==> src/rtl/systolic_edge_feeder_pkg.sv <==
// rtl/systolic_edge_feeder_pkg.sv - shared control codes, FSM encoding and drain length for the edge feeder
package systolic_edge_feeder_pkg;

    localparam logic [1:0] CTRL_IDLE = 2'b00;
    localparam logic [1:0] CTRL_LOAD = 2'b01;
    localparam logic [1:0] CTRL_COMP = 2'b10;

    typedef enum logic [1:0] {
        ST_IDLE    = 2'd0,
        ST_LOAD    = 2'd1,
        ST_COMPUTE = 2'd2,
        ST_DRAIN   = 2'd3
    } feeder_state_t;

    // Cycles needed for the last skewed activation to cross the whole grid.
    function automatic int drain_cycles(input int rows, input int cols);
        return rows + cols - 1;
    endfunction

endpackage

==> src/rtl/systolic_edge_feeder_skew_delay_line.sv <==
// rtl/systolic_edge_feeder_skew_delay_line.sv - resettable DEPTH-stage delay line, DEPTH=0 is a wire
module skew_delay_line #(
    parameter int WIDTH = 9,
    parameter int DEPTH = 0
) (
    input  logic             clk,
    input  logic             reset,
    input  logic [WIDTH-1:0] in_data,
    output logic [WIDTH-1:0] out_data
);

    if (DEPTH == 0) begin : g_pass
        logic unused_ok;
        assign unused_ok = &{1'b0, clk, reset};
        assign out_data  = in_data;
    end else begin : g_pipe
        logic [WIDTH-1:0] pipe [DEPTH];

        always_ff @(posedge clk) begin
            if (reset) begin
                for (int i = 0; i < DEPTH; i++) pipe[i] <= '0;
            end else begin
                pipe[0] <= in_data;
                for (int i = 1; i < DEPTH; i++) pipe[i] <= pipe[i-1];
            end
        end

        assign out_data = pipe[DEPTH-1];
    end

endmodule

==> src/rtl/systolic_edge_feeder.sv <==
// rtl/systolic_edge_feeder.sv - left/top edge feeder for the weight-stationary array
// Optional perf counters under FEEDER_PERF_CNT_EN.
module systolic_edge_feeder
    import systolic_edge_feeder_pkg::*;
#(
    parameter int WORD_WIDTH = 8,
    parameter int ROWS       = 4,
    parameter int COLS       = 4
) (
    input  logic                         clk,
    input  logic                         reset,
    input  logic                         w_valid,
    output logic                         w_ready,
    input  logic [COLS*WORD_WIDTH*4-1:0] w_data,
    input  logic                         act_valid,
    output logic                         act_ready,
    input  logic [ROWS*WORD_WIDTH-1:0]   act_data,
    input  logic                         act_last,
    output logic [1:0]                   ctrl_out,
    output logic [COLS*WORD_WIDTH*4-1:0] d_out,
    output logic [ROWS*WORD_WIDTH-1:0]   a_out,
    output logic [ROWS-1:0]              a_vld,
    output logic                         busy,
    output logic                         done
`ifdef FEEDER_PERF_CNT_EN
    ,
    output logic [31:0]                  perf_compute_cycles,
    output logic [31:0]                  perf_bubble_cycles
`endif
);

    localparam int CW = $clog2(ROWS + COLS) + 1;
    localparam logic [CW-1:0] BEAT_LAST  = CW'(ROWS - 1);
    localparam logic [CW-1:0] DRAIN_LAST = CW'(drain_cycles(ROWS, COLS) - 1);

    feeder_state_t   state, state_next;
    logic [CW-1:0]   cnt, cnt_next;
    logic [1:0]      ctrl_next;
    logic            w_fire, act_fire, in_array, next_in_array;

    assign w_fire        = w_valid && w_ready;
    assign act_fire      = act_valid && act_ready;
    assign in_array      = (state == ST_COMPUTE) || (state == ST_DRAIN);
    assign next_in_array = (state_next == ST_COMPUTE) || (state_next == ST_DRAIN);

    // One counter serves both phases: beat index in IDLE/LOAD, drain cycle in DRAIN.
    always_comb begin
        state_next = state;
        cnt_next   = cnt;
        case (state)
            ST_IDLE, ST_LOAD: begin
                if (w_fire) begin
                    if (cnt == BEAT_LAST) begin
                        state_next = ST_COMPUTE;
                        cnt_next   = '0;
                    end else begin
                        state_next = ST_LOAD;
                        cnt_next   = cnt + 1'b1;
                    end
                end
            end
            ST_COMPUTE: begin
                if (act_fire && act_last) begin
                    state_next = ST_DRAIN;
                    cnt_next   = '0;
                end
            end
            ST_DRAIN: begin
                if (cnt == DRAIN_LAST) begin
                    state_next = ST_IDLE;
                    cnt_next   = '0;
                end else begin
                    cnt_next = cnt + 1'b1;
                end
            end
            default: begin
                state_next = ST_IDLE;
                cnt_next   = '0;
            end
        endcase
    end

    // Compute code is dropped on the cycle after the final drain cycle.
    always_comb begin
        ctrl_next = CTRL_IDLE;
        if (w_fire)
            ctrl_next = CTRL_LOAD;
        else if (in_array && next_in_array)
            ctrl_next = CTRL_COMP;
    end

    always_ff @(posedge clk) begin
        if (reset) begin
            state     <= ST_IDLE;
            cnt       <= '0;
            ctrl_out  <= CTRL_IDLE;
            d_out     <= '0;
            w_ready   <= 1'b0;
            act_ready <= 1'b0;
            busy      <= 1'b0;
            done      <= 1'b0;
        end else begin
            state     <= state_next;
            cnt       <= cnt_next;
            ctrl_out  <= ctrl_next;
            w_ready   <= (state_next == ST_IDLE) || (state_next == ST_LOAD);
            act_ready <= (state_next == ST_COMPUTE);
            busy      <= (state_next != ST_IDLE);
            done      <= (state_next == ST_DRAIN) && (cnt_next == DRAIN_LAST);
            if (w_fire)
                d_out <= w_data;
            else if (in_array)
                d_out <= '0;
        end
    end

    for (genvar r = 0; r < ROWS; r++) begin : g_row
        logic [WORD_WIDTH:0] stage0, tap;

        always_ff @(posedge clk) begin
            if (reset || !act_fire)
                stage0 <= '0;
            else
                stage0 <= {act_data[r*WORD_WIDTH +: WORD_WIDTH], 1'b1};
        end

        skew_delay_line #(
            .WIDTH (WORD_WIDTH + 1),
            .DEPTH (r)
        ) u_skew (
            .clk      (clk),
            .reset    (reset),
            .in_data  (stage0),
            .out_data (tap)
        );

        assign a_out[r*WORD_WIDTH +: WORD_WIDTH] = tap[WORD_WIDTH:1];
        assign a_vld[r]                          = tap[0];
    end

`ifdef FEEDER_PERF_CNT_EN
    always_ff @(posedge clk) begin
        if (reset || (state == ST_IDLE && w_fire)) begin
            perf_compute_cycles <= '0;
            perf_bubble_cycles  <= '0;
        end else if (state == ST_COMPUTE) begin
            perf_compute_cycles <= perf_compute_cycles + 32'd1;
            if (!act_fire)
                perf_bubble_cycles <= perf_bubble_cycles + 32'd1;
        end
    end
`endif

endmodule

==> config.mk <==
export PLATFORM = sky130hd
export DESIGN_NAME = systolic_edge_feeder
export DESIGN_NICKNAME = d
export VERILOG_FILES = /design/src/rtl/systolic_edge_feeder_pkg.sv /design/src/rtl/systolic_edge_feeder_skew_delay_line.sv /design/src/rtl/systolic_edge_feeder.sv
export SDC_FILE = /design/constraint.sdc
export NUM_CORES = 1
export LEC_CHECK = 0
export ABC_AREA = 1
export CAP_MARGIN = 20
export CORE_MARGIN = 4
export CORE_UTILIZATION = 40
export CTS_CLUSTER_SIZE = 12
export DETAILED_ROUTE_END_ITERATION = 8
export GPL_TIMING_DRIVEN = 0
export PLACE_DENSITY = 0.83
export SKIP_CTS_REPAIR_TIMING = 1
export SLEW_MARGIN = 20
export SYNTH_ARGS = -nofsm -noshare
export SYNTH_HDL_FRONTEND = slang
export SYNTH_SLANG_ARGS = --single-unit
==> constraint.sdc <==
create_clock -name clk -period 1.95 [get_ports clk]
set_input_delay 0.39 -clock clk [delete_from_list [all_inputs] [get_ports clk]]
set_output_delay 0.39 -clock clk [all_outputs]
set_load 0.01 [all_outputs]
==> flow_summary.ini <==
[critical_path]
worstRegToRegCells = 9
start_kind = flip-flop
cpPeakStageDelay_ns = 0.56
critPathMaxFanout = 2
worst_ep_arrival_time_ns = 1.49
r2r_setup_slack_ns = 0.51
crit_chain = buf_4 -> clkdlybuf4s50_1
cp_data_required_time_ns = 1.56
regToRegEndpoint = done$_SDFF_PP0_
setup.worst_path.class = flip-flop to output pin
cp_slowest_cell = clkdlybuf4s50_1
crit_family = buffers and inverters
crit_buf_inv = 2
worstReg2RegStart = cnt[0]$_SDFF_PP0_
critPathCaptureType = output pin

[yosys]
synth_nets = 834
synth.area.top_cells = dfxtp_1 62%, a32o_1 18%, inv_1 4.9%, nor2_1 4.7%, buf_6 2.2%
synthesis.area_um2 = 7250
synth_cells = 667
synth_area_leader_cell = dfxtp_1
synth.avg_cell_area_um2 = 10.9
ys_ff_latch = 224
synthDistinctLibCells = 22
yosys_warnings = 0
synth_top_area_share_pct = 61.9
seq_area_frac_synth_pct = 61.9

[finish]
final_core_util_pct = 66.1
nNetsFinal = 1194
final_common_cell = clkdlybuf4s50_1
area_growth_pct = 59.9
final_cell_mix = 333 x clkdlybuf4s50_1, 224 x dfxtp_1, 128 x a32o_1
drive_gt1_share_pct = 9.90
fill_cells = 1348

[detailed_routing]
drt_iter0_markers = 232
wl_per_cell_um = 17.6
antenna_left = 0
via_per_inst = 4.97
drc = 0
vias = 6300
totalWireLength_um = 22300
dr.pass1.iters = 5

[grt]
grt_pass1_wl_um = 33400
grt_use_total_pct = 20.5
grt_max_degree = 13
grt_pass1_vias = 6265
grt-ovfl-total = 0
antenna_found_initial = 2

[floorplan]
dieArea_um2 = 20300
die_w_um = 143
die_h_um = 143
fp-row-count = 48
core_um2 = 17500
start_util_pct = 41.3
io_pins = 335

[timing]
hold_viol = 0
max_freq_mhz = 532
fin_ws_ns = 0.0706
slew_viol_final = 0
setup_viol = 0
rsz0062_at_grt = no
min_period_ns = 1.88
period_share_pct = 96.4
maxSlewHeadroom_pct = 67.3
worst_pin_slew_ns = 0.491
skew_ns = 0.00601

[power_and_ir_drop]
p_sw_share_pct = 22.1
p_switching_mw = 2.21
vdd_drop_max_mv = 0.685
p_seq_share_pct = 48.0
powerDensity_nw_per_um2 = 863
pwr-share-comb_pct = 10.9
power.share.clock_pct = 41.2
internal_power_mw = 7.79
total_power_mw = 10.0
p_leak_nw = 4.60

[placement]
gp_congestion = 0.831
pre_cts_slack_ns = -0.0215
io_buffers = 334
dp_hpwl_um = 17100

[worst_hold_path]
min_path_cells = 2
hold_path.startpoint = g_row[3].u_skew.g_pipe.pipe[0][10]$_SDFF_PP0_
hp-class = flip-flop to flip-flop
hold_end = g_row[3].u_skew.g_pipe.pipe[0][19]$_SDFF_PP0_

[clock_tree]
cts_buffer_depth = 3
clockRootBuffer = clkbuf_16
clk_latency_ns = 0.50
h-tree-depth = 1
cts.sinks = 224
clkTransAtPathRegs_ns = 0.06
cts_tree = built
cts_inserted_buffers = 24

[job]
cap_violations = 0

[run_status]
status = complete, no violations
==> cells in the mapped netlist <==
cell type  instances
inv_1             95
buf_2             27
dfxtp_1          224
xor2_1             2
nor2_2             2
ha_1               2
inv_2              4
o21ai_2            1
nor3_1             1
a21oi_1            7
o21ai_0            2
nor2_1            91
nor2_4             1
a32o_1           128
nand2_1           21
nand2_2            1
o21bai_1           1
nand3_1           12
nand3_2            1
buf_4             20
clkbuf_1          10
buf_6             14
==> stage by stage <==
| step | hold slack [ns] | setup TNS (ns) | instances | cell area, um^2 |
|---|---|---|---|---|
| after global routing | 0.394 | 0 | 1267 | 11600 |
| after CTS | 0.389 | 0 | 1265 | 11600 |
| after floorplan | 0.388 | 0 | 667 | 7250 |
| after detailed placement | 0.392 | -0.117 | 1226 | 10900 |
| final | 0.398 | 0 | 1267 | 11600 |
| after global placement | 0.389 | -0.554 | 1226 | 10900 |
==> power groups by stage <==
stage	sequential (mW)	clock, mW	combinational [mW]
after global routing	4.81	4.40	1.16
after detailed placement	4.90	0	1.09
after floorplan	4.95	0	0.317
final	4.80	4.12	1.09
after CTS	4.80	4.22	1.10
after global placement	4.89	0	1.07
==> how the worst max path moves through the flow <==
stage,from,endpoint,slack (ns),cells after the start
floorplan,w_ready$_SDFF_PP0_,d_out[0]$_SDFFE_PP0P_,0.72,6
detailed placement,reset,d_out[36]$_SDFFE_PP0P_,-0.02,5
CTS,g_row[3].u_skew.g_pipe.pipe[0][9]$_SDFF_PP0_,a_vld[2],0.04,2
global route,g_row[1].u_skew.g_pipe.pipe[0][0]$_SDFF_PP0_,a_vld[1],0.006,2
finish,g_row[1].u_skew.g_pipe.pipe[0][0]$_SDFF_PP0_,a_vld[1],0.07,2
global placement,reset,d_out[37]$_SDFFE_PP0P_,-0.03,5
==> flip-flops by register name, indices dropped and copies added, names as in the netlist <==
signal                    flops
w_ready                       1
g_row.stage0                 33
done                          1
busy                          1
ctrl_out                      2
state                         2
d_out                       128
act_ready                     1
g_row.u_skew.g_pipe.pipe     51
cnt                           4
==> layout make-up <==
| type | count | area [um^2] | area share [%] |
|---|---|---|---|
| Sequential cell | 224 | 4480 | 38.7 |
| Timing Repair Buffer | 334 | 3350 | 28.9 |
| Multi-Input combinational cell | 273 | 1910 | 16.5 |
| Clock buffer | 34 | 679 | 5.86 |
| Buffer | 71 | 480 | 4.15 |
| Inverter | 99 | 372 | 3.21 |
| Tap cell | 225 | 282 | 2.43 |
| Clock inverter | 5 | 27.5 | 0.238 |
| Antenna cell | 2 | 5.00 | 0.0432 |
==> per-layer routing <==
metal	routed length [um]	share of wire, %	global-route usage (%)	vias up
met4	828	3.7	8.65	0
met1	7980	36	21.6	2975
met5	0	0	0	-
met3	2250	10	7.22	56
met2	11200	50	37.1	261
li1	-	-	-	3008
==> cell families after synthesis <==
| family | after synthesis | share of synthesized area (%) |
|---|---|---|
| fa+ha+maj | 2 | 0.345 |
| compound gates | 139 | 18.5 |
| simple gates | 130 | 7.25 |
| buf+inv | 170 | 11.8 |
| xor+xnor | 2 | 0.242 |
| flops | 224 | 61.9 |
==> worst register-to-register path, delay by kind of cell, from the launching register on <==
family	cells	cell delay, ns
buffers and inverters	1	0.08
and+or+nand+nor	6	0.52
adders and majority gates	1	0.21
DFF	1	0.38
AOI/OAI and AO/OA	1	0.19
(Power assumes the default switching activity.)
==> variant 1, RTL diff (config.mk and constraints unchanged) <==
The option `FEEDER_PERF_CNT_EN` is turned on by a define.
--- a/src/rtl/systolic_edge_feeder.sv
+++ b/src/rtl/systolic_edge_feeder.sv
@@ -1,4 +1,6 @@
 // rtl/systolic_edge_feeder.sv - left/top edge feeder for the weight-stationary array
 // Optional perf counters under FEEDER_PERF_CNT_EN.
+`define FEEDER_PERF_CNT_EN
+
 module systolic_edge_feeder
     import systolic_edge_feeder_pkg::*;
Behaviour (old outputs only; new: perf_bubble_cycles and perf_compute_cycles): unchanged (Yosys induction, for registers that start in step).
==> variant 1 against the unedited design <==
  * Critical endpoint is now perf_compute_cycles[25]
  * Sequential share of layout area is 2.5 points lower
  * Sequential cell count grew 64
  * Final area increased by 38%
  * Wire length rose by 64%
  * Worst setup slack worse by 29 ps
  * Area after synthesis is 46% higher
  * Total power is 28% higher
  * Clock skew grew 1.6 ps
==> variant 1: results (changes against the unedited design) <==
metric,value,unit,change
worst clock skew,7.59,ps,+1.58 ps
combinational cell power,1.15,mW,+6%
gpl congestion,0.904,,+8.7%
vias in the first global route,10100,,+61%
initial drt markers,946,,+310%
Routed met3 length,3.43,mm,+53%
CP startpoint,perf_compute_cycles[25],,
met2 WL,17.6,mm,+56%
R2R cell count,5,,-4
Worst Hold Margin,372,ps,-25.7 ps
Worst Hold End,g_row[0].stage0[7],,
sequential area share after synthesis,54.6,%,-7.3 points
CP max FO,5,,+3
Worst Path Arrival,1520,ps,+30 ps
buffer share of cell area,27.8,%,-5.2 points
static leakage,6.42,nW,+40%
Critical Path End,perf_compute_cycles[25],,
relative slew slack,46.9,%,-20 points
top sig layer,met5,,
first-pass GRT wire length,54.2,mm,+62%
met1 usage,28.9,%,+7.3 points
Netlist cell types,35,,+59%
gr usage total,23.4,%,+2.8 points
GR met2 Demand/Resource,39.6,%,+2.5 points
DR vias/cell,5.18,,+4.3%
Clock Network Area Fraction,5.89,%,-0.21 points
Skew-Pair Late Insertion Delay,540,ps,+40 ps
sequential fraction of design power,47.8,%,-0.2 points
IO Port Bufs,398,,+19%
WL met1,14.2,mm,+78%
outcome,"complete, no violations",,
Logic pwr share,9.0,%,-1.9 points
placed cell areas,15000,um2,+38%
Routed WL per cell,18.5,um,+4.9%
Sw Ratio,22.2,%,+0.13 points
CTS sink count,288,,+29%
cell area after layout,16000,um2,+38%
Period minus WS final,1910,ps,+29.0 ps
hold_sp,act_data[6],,
Detailed Routing Iterations Pass 1,6,,+1
Non-CTS inverters,164,,+66%
Worst R2R Setup Slack,70,ps,-440 ps
non-clock buffer instance count of the final layout,476,,+18%
DP Cell Count,1928,,+57%
peak supply drop,0.800,mV,+17%
R2R Path End,d_out[118],,
min-delay worst type,input port to flop,,
Area contributors post-synth,"dfxtp_1, a32o_1, nor2_1",,
most frequent cells after synthesis,"dfxtp_1, nor2_1, inv_1, nand2_1, a32o_1",,
M3 GR Usage,6.68,%,-0.55 points
Post-Layout Cell Count,1978,,+56%
syn_nets,1364,,+64%
FF+latch area,5800,um2,+29%
synthesized area,10600,um2,+46%
fillers,2131,,+58%
Ant. Diodes,1,,-1
Syn Area/Cell,8.84,um2,-19%
## variant 1: cell types whose count changed after synthesis, sizes merged, moves of 9 or more
| cell | before | now |
|---|---|---|
| nand2 | 22 | 159 |
| nor2 | 94 | 198 |
| dfxtp | 224 | 288 |
| inv | 99 | 163 |
| nand3 | 13 | 58 |
| a21oi | 7 | 37 |
| clkbuf | 10 | 33 |
| nand4 | 0 | 22 |
| buf | 61 | 45 |
| o21ai | 3 | 16 |
| nor3 | 1 | 10 |
| xor2 | 2 | 11 |
## variant 1: worst register-to-register path, delay by kind of cell, from the launching register on
| kind | cells | cell delay (ps) |
|---|---|---|
| buffers and inverters | 2 | 860 |
| and+or+nand+nor | 2 | 400 |
| AOI/OAI and AO/OA | 1 | 220 |
| DFF | 1 | 340 |
## variant 1: cell families after synthesis
group	share of synthesized area [%]
buffers and inverters	9.61
adders and majority gates	0.474
DFF	54.6
xor gates and xnor gates	1.16
and+or+nand+nor	19.1
AOI/OAI and AO/OA	15.1
==> variant 2, RTL diff (same settings) <==
Made on the original files. The 4 states of `feeder_state_t` get a one-hot encoding in 4 bits.
--- a/src/rtl/systolic_edge_feeder_pkg.sv
+++ b/src/rtl/systolic_edge_feeder_pkg.sv
@@ -6,9 +6,9 @@
     localparam logic [1:0] CTRL_COMP = 2'b10;
 
-    typedef enum logic [1:0] {
-        ST_IDLE    = 2'd0,
-        ST_LOAD    = 2'd1,
-        ST_COMPUTE = 2'd2,
-        ST_DRAIN   = 2'd3
+    typedef enum logic [3:0] {
+        ST_IDLE    = 4'b0001,
+        ST_LOAD    = 4'b0010,
+        ST_COMPUTE = 4'b0100,
+        ST_DRAIN   = 4'b1000
     } feeder_state_t;
 
Formal check against the unedited RTL: no difference found for any inputs over 4 cycles, from zero or initial values and one cycle with reset high; so few cycles prove little.
==> variant 2 against the unedited design <==
  * First-iteration DRC count is 31% higher
  * Synthesized cell count is 3.3% higher
  * Total power is 14% higher
  * Via count is 0.92% higher
  * Count of clock-buffer cells in the layout is 3 higher
  * Global-route usage is 1.2 points lower
  * Area after synthesis is 2.4% higher
  * Wire length is 0.65% lower
  * Fmax is 0.61% lower
  * Worst setup slack worse by 12 ps
  * Utilization is 0.78 points lower
  * Final area is 1.9% higher
  * Sequential cell count is 2 higher
  * Critical path type unchanged
  * Largest power group unchanged
==> variant 2: results (changes against the unedited design) <==
metric,value,unit,change
outcome,"complete, no violations",,
Worst-Margin Slew,514,ps,+22.9 ps
Netlist cell types,28,,+27%
initial antenna violation count,1,,-1
peak supply drop,0.847,mV,+24%
Detailed Routing Iterations Pass 1,5,,unchanged
worst clock skew,10.0,ps,+4.00 ps
Vias,6358,,+0.92%
static leakage,4.66,nW,+1.4%
Worst Hold Margin,396,ps,-1.75 ps
NumNets Final,1216,,+1.8%
syn_nets,856,,+2.6%
fillers,1361,,+0.96%
Sw Ratio,24.1,%,+2.0 points
clock tree root buffer cell,clkbuf_16,,
CTS Buffer Depth,3,,unchanged
Routed WL per cell,17.1,um,-2.7%
hold_sp,g_row[3].u_skew.g_pipe.pipe[0][5],,
Area contributors post-synth,"dfxtp_1, a32o_1, nor2_1",,
share of flip-flops with an asynchronous set or reset,0,%,unchanged
placed cell areas,11100,um2,+1.7%
combinational cell power,1.99,mW,+83%
layout cells sized above 1,9.88,%,-0.026 points
sequential fraction of design power,44.8,%,-3.2 points
sequential area share after synthesis,60.9,%,-0.93 points
Worst Path Arrival,1500,ps,
initial drt markers,303,,+31%
hpwl dp,16.7,mm,-2.4%
CP max FO,2,,unchanged
most frequent cells after synthesis,"dfxtp_1, a32o_1, nor2_1, inv_1, nand2_1",,
Worst R2R Setup Slack,400,ps,-110 ps
gr usage total,19.4,%,-1.2 points
RR Startpoint,w_ready,,
first-pass GRT wire length,32.1,mm,-3.9%
vias in the first global route,6279,,+0.22%
CP startpoint,g_row[0].stage0[0],,
gpl congestion,0.846,,+1.7%
[variant 2: critical path, cell delays in order, from the launching register on]
cell and delay [ps]:
dfxtp_1 370, buf_4 120, clkdlybuf4s50_1 520
[variant 2: metal layers]
metal  vias to the layer above  global-route usage [%]  routed length (um)
li1                       3067                       -                   -
met1                      2948                    20.2                8050
met2                       291                    35.8               11000
met3                        52                    7.01                2330
met4                         0                    6.82                 728
met5                         -                       0                   0
[variant 2: cell families (layout without fill, tap and decap cells)]
family / count (synthesis) / in the layout / synth area share, %
compound gates: 138 / 138 / 18.0
xor+xnor: 2 / 2 / 0.236
fa+ha+maj: 2 / 2 / 0.337
buf+inv: 170 / 544 / 12.1
flops: 226 / 226 / 60.9
other cells: 0 / 1 / 0
simple gates: 151 / 151 / 8.34
[variant 2: layout make-up]
cell class / count / area share, %
Sequential cell: 226 / 38.3
Timing Repair Buffer: 334 / 28.3
Multi-Input combinational cell: 293 / 16.9
Clock buffer: 37 / 6.02
Buffer: 72 / 4.49
Inverter: 98 / 3.14
Tap cell: 229 / 2.43
Clock inverter: 3 / 0.339
Antenna cell: 1 / 0.0212
[variant 2: path summary, 6_finish.rpt]
kind	cells after the start	endpoint
setup / recovery	2	a_vld[0]
hold / removal	2	g_row[3].u_skew.g_pipe.pipe[0][14]
setup reg to reg	6	d_out[109]
hold reg to reg	2	g_row[3].u_skew.g_pipe.pipe[0][14]
[variant 2: metrics by stage]
stage / std cells / TNS (ps) / util, % / total power [mW] / worst slack (ps)
CTS: 1292 / 0 / 65.3 / 11.5 / 9.91
detailed placement: 1252 / -12390 / 61.1 / 7.22 / -148
finish: 1293 / 0 / 65.3 / 11.4 / 59.0
floorplan: 689 / 0 / - / 6.09 / 640
global route: 1293 / 0 / 65.3 / 11.9 / 7.43
global placement: 1252 / -12070 / 61.1 / 7.17 / -138
